[config.mk]
export PLATFORM = sky130hd
export DESIGN_NAME = fu_issue_scheduler
export DESIGN_NICKNAME = d
export VERILOG_FILES = /design/src/rtl/fu_sched_pkg.sv /design/src/rtl/fu_issue_scheduler_rr_picker.sv /design/src/rtl/fu_issue_scheduler.sv
export SDC_FILE = /design/constraint.sdc
export NUM_CORES = 1
export LEC_CHECK = 0
export CORE_UTILIZATION = 55
export CTS_CLUSTER_SIZE = 14
export DETAILED_ROUTE_END_ITERATION = 7
export GPL_TIMING_DRIVEN = 1
export PLACE_DENSITY = 0.84
export SLEW_MARGIN = 15
export SYNTH_ARGS = -nofsm -noshare
export SYNTH_HDL_FRONTEND = slang
export SYNTH_SLANG_ARGS = --single-unit
[constraint.sdc]
create_clock -name clk_i -period 4.5 [get_ports clk_i]
set_clock_uncertainty 0.15 [all_clocks]
set_input_delay 0.9 -clock clk_i [delete_from_list [all_inputs] [get_ports clk_i]]
set_output_delay 0.9 -clock clk_i [all_outputs]
set_load 0.02 [all_outputs]
[src/rtl/fu_sched_pkg.sv]
// fu_sched_pkg: shared state encoding and FU class constants for the issue scheduler
package fu_sched_pkg;
   localparam logic FU_ALU = 1'b0;
   localparam logic FU_MEM = 1'b1;
   typedef enum logic [1:0] {MEM_IDLE, MEM_BUSY, MEM_DONE} fu_sched_mem_state_e;
endpackage

[src/rtl/fu_issue_scheduler_rr_picker.sv]
// rr_picker: combinational find-first-set over a row vector, scanning circularly from start_i
module rr_picker #(
   parameter int NUM_RS_ROWS = 16,
   localparam int IW = $clog2(NUM_RS_ROWS)
) (
   input  logic [NUM_RS_ROWS-1:0] req_i,
   input  logic [IW-1:0]          start_i,
   output logic                   valid_o,
   output logic [IW-1:0]          idx_o
);
   // Scan from the far end back toward start so the closest set row is written last.
   always_comb begin
      valid_o = 1'b0;
      idx_o = '0;
      for (int i = NUM_RS_ROWS - 1; i >= 0; i--) begin
         if (req_i[start_i + IW'(i)]) begin
            valid_o = 1'b1;
            idx_o = start_i + IW'(i);
         end
      end
   end
endmodule

[src/rtl/fu_issue_scheduler.sv]
// fu_issue_scheduler: picks ready ALU/memory rows each cycle and sequences the multi-cycle memory FU.
// Define FU_SCHED_ROUND_ROBIN_EN for circular scan from rotating pointers; otherwise lowest row wins.
module fu_issue_scheduler
   import fu_sched_pkg::*;
#(
   parameter int NUM_RS_ROWS = 16,
   parameter int NUM_ALU_FUS = 2,
   parameter int MEM_LATENCY = 2,
   localparam int IW = $clog2(NUM_RS_ROWS)
) (
   input  logic                       clk_i,
   input  logic                       rst_ni,
   input  logic                       flush_i,
   input  logic [NUM_RS_ROWS-1:0]     ready_vec_i,
   input  logic [NUM_RS_ROWS-1:0]     is_mem_vec_i,
   output logic [NUM_ALU_FUS-1:0]     alu_grant_valid_o,
   output logic [NUM_ALU_FUS*IW-1:0]  alu_grant_row_o,
   output logic                       mem_grant_valid_o,
   output logic [IW-1:0]              mem_grant_row_o,
   output logic                       mem_done_o,
   output logic                       mem_busy_o
);
   localparam logic [3:0] CNT_LOAD = 4'(MEM_LATENCY - 1);

   fu_sched_mem_state_e state_q, state_d;
   logic [3:0] cnt_q, cnt_d;
   logic [NUM_RS_ROWS-1:0] gmask_q, gmask_d, mem_req;
   logic [NUM_ALU_FUS-1:0][NUM_RS_ROWS-1:0] alu_req;
   logic [NUM_ALU_FUS-1:0] alu_v, alu_gv_d, alu_gv_q;
   logic [NUM_ALU_FUS-1:0][IW-1:0] alu_idx, alu_row_d, alu_row_q;
   logic mem_v, mem_sel, mem_gv_q, mem_done_d, mem_done_q;
   logic [IW-1:0] mem_idx, mem_row_d, mem_row_q, alu_start, mem_start;

   assign alu_req[0] = ready_vec_i & ~is_mem_vec_i & ~gmask_q;
   assign mem_req = ready_vec_i & is_mem_vec_i & ~gmask_q;

   genvar k;
   generate
      for (k = 0; k < NUM_ALU_FUS; k++) begin : g_alu
         if (k > 0) begin : g_mask
            assign alu_req[k] = alu_req[k-1] & ~(NUM_RS_ROWS'(alu_v[k-1]) << alu_idx[k-1]);
         end
         rr_picker #(.NUM_RS_ROWS(NUM_RS_ROWS)) u_pick (
            .req_i(alu_req[k]), .start_i(alu_start), .valid_o(alu_v[k]), .idx_o(alu_idx[k]));
      end
   endgenerate

   rr_picker #(.NUM_RS_ROWS(NUM_RS_ROWS)) u_mem_pick (
      .req_i(mem_req), .start_i(mem_start), .valid_o(mem_v), .idx_o(mem_idx));

`ifdef FU_SCHED_ROUND_ROBIN_EN
   logic [IW-1:0] alu_ptr_q, alu_ptr_d, mem_ptr_q, mem_ptr_d;
   assign alu_start = alu_ptr_q;
   assign mem_start = mem_ptr_q;
   // Advance each pointer just past the last row it granted; grants are already flush-gated.
   always_comb begin
      alu_ptr_d = alu_ptr_q;
      for (int i = 0; i < NUM_ALU_FUS; i++) if (alu_gv_d[i]) alu_ptr_d = alu_row_d[i] + IW'(1);
      mem_ptr_d = mem_sel ? mem_idx + IW'(1) : mem_ptr_q;
   end
   // Pointers survive flush so squashes do not reset fairness.
   always_ff @(posedge clk_i or negedge rst_ni) begin
      if (!rst_ni) begin
         alu_ptr_q <= '0;
         mem_ptr_q <= '0;
      end else begin
         alu_ptr_q <= alu_ptr_d;
         mem_ptr_q <= mem_ptr_d;
      end
   end
`else
   assign alu_start = '0;
   assign mem_start = '0;
`endif

   // Gate picks with flush and FU availability, and collect this edge's grants into the next mask.
   always_comb begin
      gmask_d = '0;
      alu_gv_d = '0;
      alu_row_d = '0;
      for (int i = 0; i < NUM_ALU_FUS; i++) begin
         alu_gv_d[i] = alu_v[i] & ~flush_i;
         alu_row_d[i] = alu_gv_d[i] ? alu_idx[i] : '0;
         if (alu_gv_d[i]) gmask_d[alu_idx[i]] = 1'b1;
      end
      mem_sel = mem_v & ~flush_i & (state_q != MEM_BUSY);
      mem_row_d = mem_sel ? mem_idx : '0;
      if (mem_sel) gmask_d[mem_idx] = 1'b1;
   end

   // Memory FSM state register.
   always_ff @(posedge clk_i or negedge rst_ni) begin
      if (!rst_ni) begin
         state_q <= MEM_IDLE;
         cnt_q <= '0;
      end else begin
         state_q <= state_d;
         cnt_q <= cnt_d;
      end
   end

   // Memory FSM next state: a new grant reloads the latency counter from IDLE or DONE.
   always_comb begin
      state_d = state_q;
      cnt_d = cnt_q;
      if (flush_i) begin
         state_d = MEM_IDLE;
      end else if (mem_sel) begin
         cnt_d = CNT_LOAD;
         state_d = (CNT_LOAD == 4'd0) ? MEM_DONE : MEM_BUSY;
      end else if (state_q == MEM_BUSY) begin
         cnt_d = cnt_q - 4'd1;
         if (cnt_q == 4'd1) state_d = MEM_DONE;
      end else if (state_q == MEM_DONE) begin
         state_d = MEM_IDLE;
      end
   end

   // Memory FSM outputs; the done pulse is registered one cycle after DONE and killed by flush.
   always_comb begin
      mem_busy_o = (state_q == MEM_BUSY);
      mem_done_d = (state_q == MEM_DONE) & ~flush_i;
   end

   // Grant, done and mask registers.
   always_ff @(posedge clk_i or negedge rst_ni) begin
      if (!rst_ni) begin
         alu_gv_q <= '0;
         alu_row_q <= '0;
         mem_gv_q <= 1'b0;
         mem_row_q <= '0;
         mem_done_q <= 1'b0;
         gmask_q <= '0;
      end else begin
         alu_gv_q <= alu_gv_d;
         alu_row_q <= alu_row_d;
         mem_gv_q <= mem_sel;
         mem_row_q <= mem_row_d;
         mem_done_q <= mem_done_d;
         gmask_q <= gmask_d;
      end
   end

   assign alu_grant_valid_o = alu_gv_q;
   assign alu_grant_row_o = alu_row_q;
   assign mem_grant_valid_o = mem_gv_q;
   assign mem_grant_row_o = mem_row_q;
   assign mem_done_o = mem_done_q;
endmodule

# Yosys cells after proc, flatten, opt, wreduce, memory -nomap -nowiden
# Cells that the tools add are included.
# W data, S select, Z words.
dict set report totals {
  ff_bits 38
  in_bits 35
  output_inout_bits 17
  wordCells 160
}
dict set report classes {
  n_addsub 1
  n_lt_le_gt_ge 6
  eq_ne 5
  n_shift 1
  muxes 115
  bitwise_logic 16
  reduce_logical 7
}
# operator count
set ops {}
lappend ops {{$mux W4} 53}
lappend ops {{$and A16 B16 Y16} 5}
lappend ops {{$mux W1} 51}
lappend ops {{$mux W16} 3}
lappend ops {{$not A16 Y16} 3}
lappend ops {{$or A16 B16 Y16} 2}
lappend ops {{$shl A1 B4 Y16} 1}
lappend ops {{$lt A4 B5 Y1 const B} 3}
lappend ops {{$demux W1 S4} 3}
lappend ops {{$ge A4 B1 Y1 const B} 3}
lappend ops {{$mux W2} 5}
lappend ops {{$and A1 B1 Y1} 5}
lappend ops {{$eq A4 B1 Y1 const B} 1}
lappend ops {{$ne A4 B2 Y1 const B} 1}
lappend ops {{$reduce_and A2 Y1} 2}
lappend ops {{$reduce_bool A4 Y1} 1}
lappend ops {{$sub A4 B1 Y4 const B} 1}
lappend ops {{$logic_and A1 B1 Y1} 3}
lappend ops {{$eq A2 B1 Y1 const B} 1}
lappend ops {{$eq A2 B2 Y1 const B} 1}
lappend ops {{$ne A2 B1 Y1 const B} 1}
lappend ops {{$reduce_bool A2 Y1} 1}
lappend ops {{$not A1 Y1} 1}

# Longest topological paths before layout
# Gate-level depths: netlist of run 1.
dict set report logic_depth {
  word_depth 46
  ltp_mapped 11
  ltp_nobuf 9
}

# Cells and area by module
# A second synthesis of run 1 with hierarchy kept.
dict set report unflattened {
  hier_cells 991
  area_unflattened_um2 9115.0
}
# module n_inst cells_each area_per_inst_um2 seq_area_each_um2
set by_module_without_submodules {}
lappend by_module_without_submodules {rr_picker 3 259 2328.5 0.0}
lappend by_module_without_submodules {fu_issue_scheduler 1 214 2129.5 950.9}

# Worst setup path after synthesis of run 1
# Ideal clock, no wire load.
dict set report synth_path {
  path_type {input to register}
  start {in is_mem_vec_i[14]}
  end {reg gmask_q[8]}
  setup_ns 0.095
  arrival_ns 3.149
  required_time_ns 4.255
  path_slack_ns 1.105
  path_stages 11
  path_buffers 2
  cell_sequence {or3b_4 -> a211oi_2 -> nor4_1 -> or2_1 -> buf_6 -> o41a_1 -> o32ai_1 -> a211oi_2 -> or2_1 -> buf_6 -> o31ai_1}
}
dict set report synth_between {
  elab_chain_cells 45
  elab_cells_between_ends 124
  cone_classes {order compare: 6; shift: 1; mux: 101; bitwise: 13; reduce/logical: 3}
}
# item line
set synth_lines {}
lappend synth_lines {{from (decl)} fu_issue_scheduler.sv:15} ;# input logic [NUM_RS_ROWS-1:0] is_mem_vec_i,
lappend synth_lines {{$not A16 Y16} fu_issue_scheduler.sv:34} ;# assign alu_req[0] = ready_vec_i & ~is_mem_vec_i & ~gmask_q;
lappend synth_lines {{$and A16 B16 Y16 (2 in series)} fu_issue_scheduler.sv:34}
lappend synth_lines {{$mux W1 / $mux W4 (equally long branches) (15 in series)} fu_issue_scheduler_rr_picker.sv:16} ;# if (req_i[start_i + IW'(i)]) begin
lappend synth_lines {{$shl A1 B4 Y16} fu_issue_scheduler.sv:41} ;# assign alu_req[k] = alu_req[k-1] & ~(NUM_RS_ROWS'(alu_v[k-1]) << alu_idx[k-1]);
lappend synth_lines {{$not A16 Y16} fu_issue_scheduler.sv:41}
lappend synth_lines {{$and A16 B16 Y16} fu_issue_scheduler.sv:41}
lappend synth_lines {{$mux W4 (16 in series)} fu_issue_scheduler_rr_picker.sv:16}
lappend synth_lines {{$lt A4 B5 Y1 (not written as such) / $ge A4 B1 Y1 (equally long branches)} fu_issue_scheduler.sv:84} ;# if (alu_gv_d[i]) gmask_d[alu_idx[i]] = 1'b1;
lappend synth_lines {{$logic_and A1 B1 Y1 (not written as such)} fu_issue_scheduler.sv:84}
lappend synth_lines {{$mux W1 (not written as such)} fu_issue_scheduler.sv:84}
lappend synth_lines {{$demux W1 S4} fu_issue_scheduler.sv:84}
lappend synth_lines {{$or A16 B16 Y16 (no source line)} -}
lappend synth_lines {{$mux W16} fu_issue_scheduler.sv:84}
lappend synth_lines {{$or A16 B16 Y16 (no source line)} -}
lappend synth_lines {{$mux W16 (*)} fu_issue_scheduler.sv:88} ;# if (mem_sel) gmask_d[mem_idx] = 1'b1;
lappend synth_lines {{via gmask_d[8]} fu_issue_scheduler.sv:27} ;# logic [NUM_RS_ROWS-1:0] gmask_q, gmask_d, mem_req;
lappend synth_lines {{to (signal assigned)} fu_issue_scheduler.sv:140} ;# gmask_q <= gmask_d;
lappend synth_lines {{to (decl)} fu_issue_scheduler.sv:27}
# Mark *: on every way through the listed nets, which the timed path passes. The rest lies on a longest branch.
# A chain may end at the register's enable or synchronous reset.

# Final worst setup path of run 1
dict set report layout_path {
  start {in ready_vec_i[9]}
  end {reg gmask_q[8]}
}
dict set report layout_between {
  elab_chain_cells 39
  elab_cells_between_ends 103
  cone_classes {order compare: 6; shift: 1; mux: 81; bitwise: 12; reduce/logical: 3}
}
# item line
set layout_lines {}
lappend layout_lines {{from (decl)} fu_issue_scheduler.sv:14} ;# input logic [NUM_RS_ROWS-1:0] ready_vec_i,
lappend layout_lines {{$and A16 B16 Y16 (2 in series)} fu_issue_scheduler.sv:34}
lappend layout_lines {{$mux W1 / $mux W4 (equally long branches) (10 in series)} fu_issue_scheduler_rr_picker.sv:16}
lappend layout_lines {{$shl A1 B4 Y16} fu_issue_scheduler.sv:41}
lappend layout_lines {{$not A16 Y16} fu_issue_scheduler.sv:41}
lappend layout_lines {{$and A16 B16 Y16} fu_issue_scheduler.sv:41}
lappend layout_lines {{$mux W4 (16 in series)} fu_issue_scheduler_rr_picker.sv:16}
lappend layout_lines {{$lt A4 B5 Y1 (not written as such) / $ge A4 B1 Y1 (equally long branches)} fu_issue_scheduler.sv:84}
lappend layout_lines {{$logic_and A1 B1 Y1 (not written as such)} fu_issue_scheduler.sv:84}
lappend layout_lines {{$mux W1 (not written as such)} fu_issue_scheduler.sv:84}
lappend layout_lines {{$demux W1 S4} fu_issue_scheduler.sv:84}
lappend layout_lines {{$or A16 B16 Y16 (no source line)} -}
lappend layout_lines {{$mux W16} fu_issue_scheduler.sv:84}
lappend layout_lines {{$or A16 B16 Y16 (no source line)} -}
lappend layout_lines {{$mux W16 (*)} fu_issue_scheduler.sv:88}
lappend layout_lines {{via gmask_d[8]} fu_issue_scheduler.sv:27}
# Marks and branches as above.

==> summary.md, run 1 <==
| Metric | Value |
|---|---|
| Cell family with most CP delay | compound AO/OA/AOI/OAI gates |
| LEAKAGE | 1.43 nW |
| FF-to-FF Start | gmask_q[9]$_DFF_PN0_ |
| DR pass1 iterations | 6 |
| Critical path's slowest cell | nor3b_1 |
| Total gr overflow | 0 |
| Critical path capture point type | flop |
| CP Buf/Inv Count | 3 |
| P&R area growth vs syn | 26.9% |
| Postcts setup bufs | 0 |
| Hold-fix buffer count after cts | 0 |
| Worst Hold End | mem_done_o$_DFF_PN0_ |
| CTS tree | yes |
| Fin. Hold Viols | 0 |
| 1st-iter DRT viols | 365 |
| Fill count | 398 |
| Pwr Density | 367 nW/µm² |
| I/O Buffers | 51 |
| Synthesized Nets | 353 |
| Final period util | 0.909 |
| CTS buffer count | 5 |
| Largest area contributor in the netlist | dfrtp_1 |
| Io pins | between 50 and 60 |
| Vias | 2966 |
| Most frequent cell after synthesis | dfrtp_1 |
| Clock sinks | 38 |
| Clock Pin Slew Worst Setup and Hold Paths | 0.08 ns |
| DR WL/cell | 19.7 µm |
| Async SR Flop Fraction | 1.00 |
| Gate Count Post-Synth | roughly 320 |
| Status | completed |
| Commonest cells in the netlist | 38 x dfrtp_1, 31 x nor2_1, 22 x nand2_1 |
| Yosys cell types | 68 |
| Final Max Slew Viols | 0 |
| CP Class | input port to flop |
| Worst-path fanout max | 5 |
| Reg2reg end | gmask_q[8]$_DFF_PN0_ |
| DP HPWL | 7010 µm |
| R2r setup slk | 1.07 ns |
| Nets | approximately 420 |
| Synth Cell Area | about 2800 µm² |
| Row cnt | 25 |
| GRT Total Usage | 0.352 |
| Hold crit path type | flop to flop |
| Share of the yosys chip area belonging to registers | 0.342 |
| ANT cells | 0 |
| Die area | 5340 µm² |
| CP startpoint kind | input port |
| Largest net degree at the start of global routing | 39 |
| Final min period | 4.09 ns |
| CP cell instances | clkdlybuf4s50_1 > nor3b_1 > nor2_1 > o21ai_0 > or2_1 > o211ai_1 > a211oi_1 > buf_4 > and2_1 > o21ai_0 > buf_4 > o31ai_1 |
| Syn Area/Cell | 8.79 µm² |
| Die X | around 73 µm |
| Vias/cell | 6.62 |
| DRC viols | 0 |
| Post-synth top area share | 0.342 |
| Setup TNS | 0 ns |
| Skew-Pair Late Insertion Delay | 0.29 ns |
| Flop and latch count out of synthesis | 38 |
| Final ANT Viol Nets | 0 |
| Die Y | 73.1 µm |
| CTS-repair resized insts | 0 |
| GR Layer Usage met3 | 0.0856 |
| Highest Clock Rate | roughly 240 MHz |
| Worst slew margin | 0.428 |
| Met2 usage | 0.576 |
| Clock Tree Root | clkbuf_8 |
| CP peak stage delay | 0.53 ns |
| Area of the multi-input gates | about 1700 µm² |
| Synth top area cells | dfrtp_1 34%, nor2_1 4.2%, nor3b_1 3.8%, o31ai_1 3.8%, o21ai_0 3.6% |
| Primary FF master, synth | dfrtp_1 |
| Number of global-route vias before repair | ~2800 |
| GR Util met1 | 0.457 |
| Number of enable flip-flop cells after synthesis | 0 |
| Reg2Reg Depth | 11 |
| GRT busiest layer | met2 |
| Layout cell share with drive strength beyond 1 | 0.131 |
| First-pass GRT wire length | 13900 µm |
| Clk buf depth | 2 |
| Hold Path Depth | 1 |
| Hold wc startpoint | state_q[0]$_DFFE_PN0P_ |
| Data arrival, critical path | between 4 and 5 ns |
| Initial antenna violation count | 0 |
| Final Util | 0.737 |
| Seq. cell area | 951 µm² |
| Worst slew pin tran | between 0.8 and 0.9 ns |
| Gpl congestion | about 0.96 |
| RSZ-0062 raised after global routing | false |
| Final setup viols | 0 |
| Worst EP required | 4.53 ns |
| Core area | 4790 µm² |
| Number of max-cap violations | 0 |
| Initial core utilization | 0.581 |
| Peak supply drop | 0.277 mV |
| H-tree depth | 2 |
| Routed WL | a little under 9000 µm |
| Synth warn | 0 |
[area by class of cell]
class,count,share of cell area
Multi-Input combinational cell,262,0.496
Sequential cell,38,0.270
Timing Repair Buffer,63,0.169
Tap cell,67,0.0238
Clock buffer,6,0.0206
Clock inverter,2,0.0106
Inverter,10,0.0106
[metrics by stage]
stage	cell area [µm²]	setup slack [ns]	hold slack, ns	instances	total power, mW
after global placement	3420	0.258	0.332	440	0.983
final	3530	0.411	0.364	448	1.30
after CTS	3530	0.533	0.365	448	1.28
after global routing	3530	0.0946	0.387	448	1.36
after detailed placement	3420	0.259	0.351	440	0.993
after floorplan	2780	1.11	0.313	316	0.786
[worst reg2reg max path, stage by stage (launching register included)]
cell and delay, ns:
dfrtp_1 0.42, nor3b_1 0.55, nor2_1 0.07, o21ai_0 0.36, or2_1 0.27, o211ai_1 0.14, a211oi_1 0.39, buf_4 0.19
and2_1 0.18, o21ai_0 0.18, buf_4 0.19, o31ai_1 0.25
[placed cells by master (no fill, tap or decap), drive strengths merged, types with 2 or more instances in the layout]
master,count
a2111oi,2
a211oi,7
a21boi,3
a21o,4
a21oi,19
a22oi,10
a31oi,3
a32oi,4
and2,5
and3,3
and3b,5
buf,13
clkbuf,6
clkdlybuf4s50,50
dfrtp,38
ha,2
inv,10
nand2,22
nand2b,4
nand3,5
nand3b,12
nand4,3
nor2,32
nor2b,5
nor3,14
nor3b,18
nor4,3
nor4b,2
o211ai,3
o21ai,22
o31ai,15
o32a,2
o32ai,2
o41ai,2
or2,3
or3b,12
[kinds of logic (layout without fill, tap and decap cells)]
| group | count (synthesis) | after routing | synth area share |
|---|---|---|---|
| and+or+nand+nor | 150 | 150 | 0.329 |
| AOI/OAI and AO/OA | 110 | 110 | 0.292 |
| DFF | 38 | 38 | 0.342 |
| buffers and inverters | 16 | 81 | 0.0284 |
| adders and majority gates | 2 | 2 | 0.00900 |
[worst max path at each step]
stage,from,endpoint,cells after the start,slack [ns]
after floorplan,is_mem_vec_i[14],gmask_q[8]$_DFF_PN0_,11,1.11
after global placement,ready_vec_i[11],gmask_q[10]$_DFF_PN0_,12,0.26
after detailed placement,ready_vec_i[15],gmask_q[8]$_DFF_PN0_,12,0.26
after CTS,ready_vec_i[11],gmask_q[8]$_DFF_PN0_,12,0.53
after global routing,ready_vec_i[9],gmask_q[8]$_DFF_PN0_,12,0.09
final,ready_vec_i[9],gmask_q[8]$_DFF_PN0_,12,0.41
[routing by layer]
layer | vias up | wire, µm
met5 | - | 0
li1 | 1352 | -
met2 | 198 | 4110
met4 | 0 | 194
met1 | 1386 | 3620
met3 | 30 | 909
[power by group]
part / switching (mW) / internal [mW] / total, mW
logic: 0.335 / 0.231 / 0.566
registers: 0.0431 / 0.395 / 0.438
clock network: 0.127 / 0.165 / 0.292
total: 0.504 / 0.792 / 1.30
[state kept, by name, summed over array words and instances, names as in the netlist]
| register | count |
|---|---|
| mem_grant_row_o | 4 |
| mem_grant_valid_o | 1 |
| alu_grant_valid_o | 2 |
| alu_grant_row_o | 8 |
| gmask_q | 16 |
| cnt_q | 4 |
| state_q | 2 |
| mem_done_o | 1 |
Power figures use the tool's default switching activity.
==> run 2, diff against run 1 <==
--- a/config.mk
+++ b/config.mk
@@ -5,12 +5,13 @@
 export SDC_FILE = /design/constraint.sdc
 export NUM_CORES = 1
 export LEC_CHECK = 0
+export ABC_AREA = 1
 export CORE_UTILIZATION = 55
 export CTS_CLUSTER_SIZE = 14
 export DETAILED_ROUTE_END_ITERATION = 7
 export GPL_TIMING_DRIVEN = 1
 export PLACE_DENSITY = 0.84
-export SLEW_MARGIN = 15
+export SLEW_MARGIN = 5
 export SYNTH_ARGS = -nofsm -noshare
 export SYNTH_HDL_FRONTEND = slang
 export SYNTH_SLANG_ARGS = --single-unit
==> summary.md, run 2 <==
| Metric | Value |
|---|---|
| Max reg flops | 16 (unchanged) |
| Final period util | 0.839 (was 0.909) |
| Core area | 4790 µm² (unchanged) |
| Share of the yosys chip area belonging to registers | 0.345 (was 0.342) |
| Flop pwr share | 0.335 (was 0.338) |
| 1st-iter DRT viols | 224 (was 365) |
| GRT busiest layer | met2 (unchanged) |
| Seq. cell area | 951 µm² (unchanged) |
| Hold-fix buffer count after cts | 0 (unchanged) |
| Largest net degree at the start of global routing | 39 (unchanged) |
| Highest Clock Rate | 265 MHz (was 245 MHz) |
| Commonest non-fill, non-tap cells in the layout | 103 x nand2_1, 74 x inv_1, 66 x nor2_1, 50 x clkdlybuf4s50_1, 38 x dfrtp_1 (was 50 x clkdlybuf4s50_1, 38 x dfrtp_1, 31 x nor2_1, 22 x nand2_1, 20 x o21ai_0) |
| GR Util met1 | 0.404 (was 0.457) |
| Synthesized Nets | 452 (was 353) |
| Pwr Density | 394 nW/µm² (was 367 nW/µm²) |
| Critical Path Source | is_mem_vec_i[0] (was ready_vec_i[9]) |
| Area of the multi-input gates | 1490 µm² (was 1750 µm²) |
| I/O Buffers | 51 (unchanged) |
| Yosys cell types | 36 (was 68) |
| Largest area contributor in the netlist | dfrtp_1 (unchanged) |
| Clock Tree Root | clkbuf_8 (unchanged) |
| Die Y | 72.8 µm (was 73.1 µm) |
| H-tree depth | 2 (unchanged) |
| Commonest cells in the netlist | 103 x nand2_1, 74 x inv_1, 66 x nor2_1 (was 38 x dfrtp_1, 31 x nor2_1, 22 x nand2_1) |
| Postcts setup bufs | 0 (unchanged) |
| CP startpoint kind | input port (unchanged) |
| Number of enable flip-flop cells after synthesis | 0 (unchanged) |
| Clock sinks | 38 (unchanged) |
| ANT cells | 0 (unchanged) |
| Hold wc startpoint | state_q[0]$_DFFE_PN0P_ (unchanged) |
| Design Power | 1.35 mW (was 1.30 mW) |
| Clock Pin Slew Worst Setup and Hold Paths | 0.07 ns (was 0.08 ns) |
| Syn Area/Cell | 6.64 µm² (was 8.79 µm²) |
| Fill count | 425 (was 398) |
| Final Max Slew Viols | 0 (unchanged) |
| RSZ-0062 raised after global routing | false (unchanged) |
| Number of global-route vias before repair | 2733 (was 2819) |
| Hold crit path type | flop to flop (unchanged) |
| Leading cell type in the layout, fill and taps excluded | nand2_1 (was clkdlybuf4s50_1) |
| Final setup viols | 0 (unchanged) |
| Layout cell share with drive strength beyond 1 | 0.114 (was 0.131) |
| Post-synth top area share | 0.345 (was 0.342) |
| DR WL/cell | 14.0 µm (was 19.7 µm) |
| DRC viols | 0 (unchanged) |
| Final ANT Viol Nets | 0 (unchanged) |
| Io pins | 52 (unchanged) |
| Data arrival, critical path | 3.80 ns (was 4.12 ns) |
| Worst EP required | 4.53 ns (about the same) |
| Pre-CTS setup slack | 0.489 ns (was 0.259 ns) |
| Initial core utilization | 0.576 (was 0.581) |
| Async SR Flop Fraction | 1.00 (unchanged) |
| Worst slew margin | 0.439 (was 0.428) |
| Vias/cell | 5.23 (was 6.62) |
| GRT Total Usage | 0.308 (was 0.352) |
| P_sw | 0.594 mW (was 0.504 mW) |
| Nets | 510 (was 417) |
| CTS-repair resized insts | 0 (unchanged) |
| P_int | 0.756 mW (was 0.792 mW) |
| Cell area after layout | 3430 µm² (was 3530 µm²) |
| CP Class | input port to flop (unchanged) |
| Net Sw Frac | 0.440 (was 0.389) |
| Fin. Hold Viols | 0 (unchanged) |
| Skew-Pair Late Insertion Delay | 0.29 ns (about the same) |
| Critical path capture point type | flop (unchanged) |
| Worst-path fanout max | 9 (was 5) |
| P&R area growth vs syn | 24.4% (was 26.9%) |
| Synth warn | 0 (unchanged) |
| Die X | 72.8 µm (was 73.1 µm) |
| Gate Count Post-Synth | 415 (was 316) |
| GR Layer Usage met3 | 0.0470 (was 0.0856) |
| Worst slew pin tran | 0.841 ns (was 0.857 ns) |
| First-pass GRT wire length | 12200 µm (was 13900 µm) |
| Combinational Power Share | 0.499 (was 0.436) |
| Routed WL | 7570 µm (was 8840 µm) |
| Vias | 2825 (was 2966) |
| Final WS setup | 0.725 ns (was 0.411 ns) |
| Placed instance area | 3350 µm² (was 3420 µm²) |
| Status | completed (unchanged) |
| Setup TNS | 0 ns (unchanged) |
| Most frequent cell after synthesis | nand2_1 (was dfrtp_1) |
| CTS tree | yes (unchanged) |
| Number of max-cap violations | 0 (unchanged) |
| Peak supply drop | 0.319 mV (was 0.277 mV) |
| LEAKAGE | 1.82 nW (was 1.43 nW) |
| Flop and latch count out of synthesis | 38 (unchanged) |
| Initial antenna violation count | 0 (unchanged) |
| DR pass1 iterations | 4 (was 6) |
| Synth top area cells | dfrtp_1 35%, nand2_1 14%, inv_1 10%, nor2_1 9.0%, nand3_1 4.0% (was dfrtp_1 34%, nor2_1 4.2%, nor3b_1 3.8%, o31ai_1 3.8%, o21ai_0 3.6%) |
| Met2 usage | 0.494 (was 0.576) |
| Primary FF master, synth | dfrtp_1 (unchanged) |
| Die area | 5300 µm² (was 5340 µm²) |
| Total gr overflow | 0 (unchanged) |
| Gpl congestion | 0.954 (was 0.957) |
| Top reg by flops | gmask_q (unchanged) |
| Synth Cell Area | 2760 µm² (was 2780 µm²) |
| Clk buf depth | 2 (unchanged) |
| Final min period | 3.77 ns (was 4.09 ns) |
| Row cnt | 25 (unchanged) |
| Clk network pwr share | 0.166 (was 0.225) |
| FF-to-FF Start | gmask_q[2]$_DFF_PN0_ (was gmask_q[9]$_DFF_PN0_) |
| DP HPWL | 6060 µm (was 7010 µm) |
| CTS buffer count | 5 (unchanged) |
## run 2: final cells by class
cell class | instances | area share
Sequential cell | 38 | 0.277
Tap cell | 67 | 0.0245
Clock inverter | 1 | 0.00219
Timing Repair Buffer | 52 | 0.150
Clock buffer | 6 | 0.0212
Multi-Input combinational cell | 292 | 0.433
Inverter | 84 | 0.0920
## run 2: power by group through the flow
stage          sequential, mW  clock, mW  combinational, mW
2_1_floorplan           0.486          0              0.421
3_3_place_gp            0.456          0              0.658
3_5_place_dp            0.459          0              0.661
4_1_cts                 0.453      0.226              0.666
5_1_grt                 0.461      0.238              0.745
6_report                0.453      0.224              0.674
## run 2: final timing paths
check,slack [ns],endpoint,cells past startpoint
worst min-delay path,0.28,mem_done_o$_DFF_PN0_,1
worst max-delay path,0.73,gmask_q[13]$_DFF_PN0_,25
min in group asynchronous,0.56,alu_grant_row_o[0]$_DFF_PN0_,1
worst min register to register,0.28,mem_done_o$_DFF_PN0_,1
worst max register to register,1.41,gmask_q[10]$_DFF_PN0_,15
max in group asynchronous,3.09,gmask_q[14]$_DFF_PN0_,1
## run 2: stage by stage
| stage | util | cells | hold WS [ns] |
|---|---|---|---|
| 6_report | 0.716 | 540 | 0.280 |
| 5_1_grt | 0.716 | 540 | 0.325 |
| 4_1_cts | 0.716 | 540 | 0.283 |
| 3_5_place_dp | 0.700 | 533 | 0.277 |
| 3_3_place_gp | 0.700 | 533 | 0.271 |
| 2_1_floorplan | - | 415 | 0.256 |
## run 2: kinds of logic (layout without fill, tap and decap cells)
logic type	Yosys count	count (layout)	synth area share
compound gates	47	47	0.118
fa+ha+maj	2	2	0.00908
buf+inv	85	143	0.116
flops	38	38	0.345
simple gates	243	243	0.412
## run 2: metal layers
layer / vias up / routed length [µm]
li1: 1404 / -
met1: 1288 / 3340
met2: 108 / 3520
met3: 25 / 455
met4: 0 / 258
met5: - / 0
## run 2: worst max-delay path, stage by stage
cell and delay (ns):
clkdlybuf4s50_1 0.49, nand3b_1 0.26, nand2_1 0.16, nor2_1 0.16
nand2_1 0.15, nor2_1 0.26, nand4_1 0.19, nand2_1 0.13
inv_1 0.04, nand2_1 0.05, nand2_1 0.05, nand2_1 0.06
nand2_1 0.04, nand2_1 0.06, nand2_1 0.05, nand2_1 0.06
nand2_1 0.05, nand2_1 0.05, nand2_1 0.05, nand2_1 0.08
nand2_2 0.07, nand2_4 0.12, nand2_4 0.10, nand3_1 0.13
nand2_1 0.07
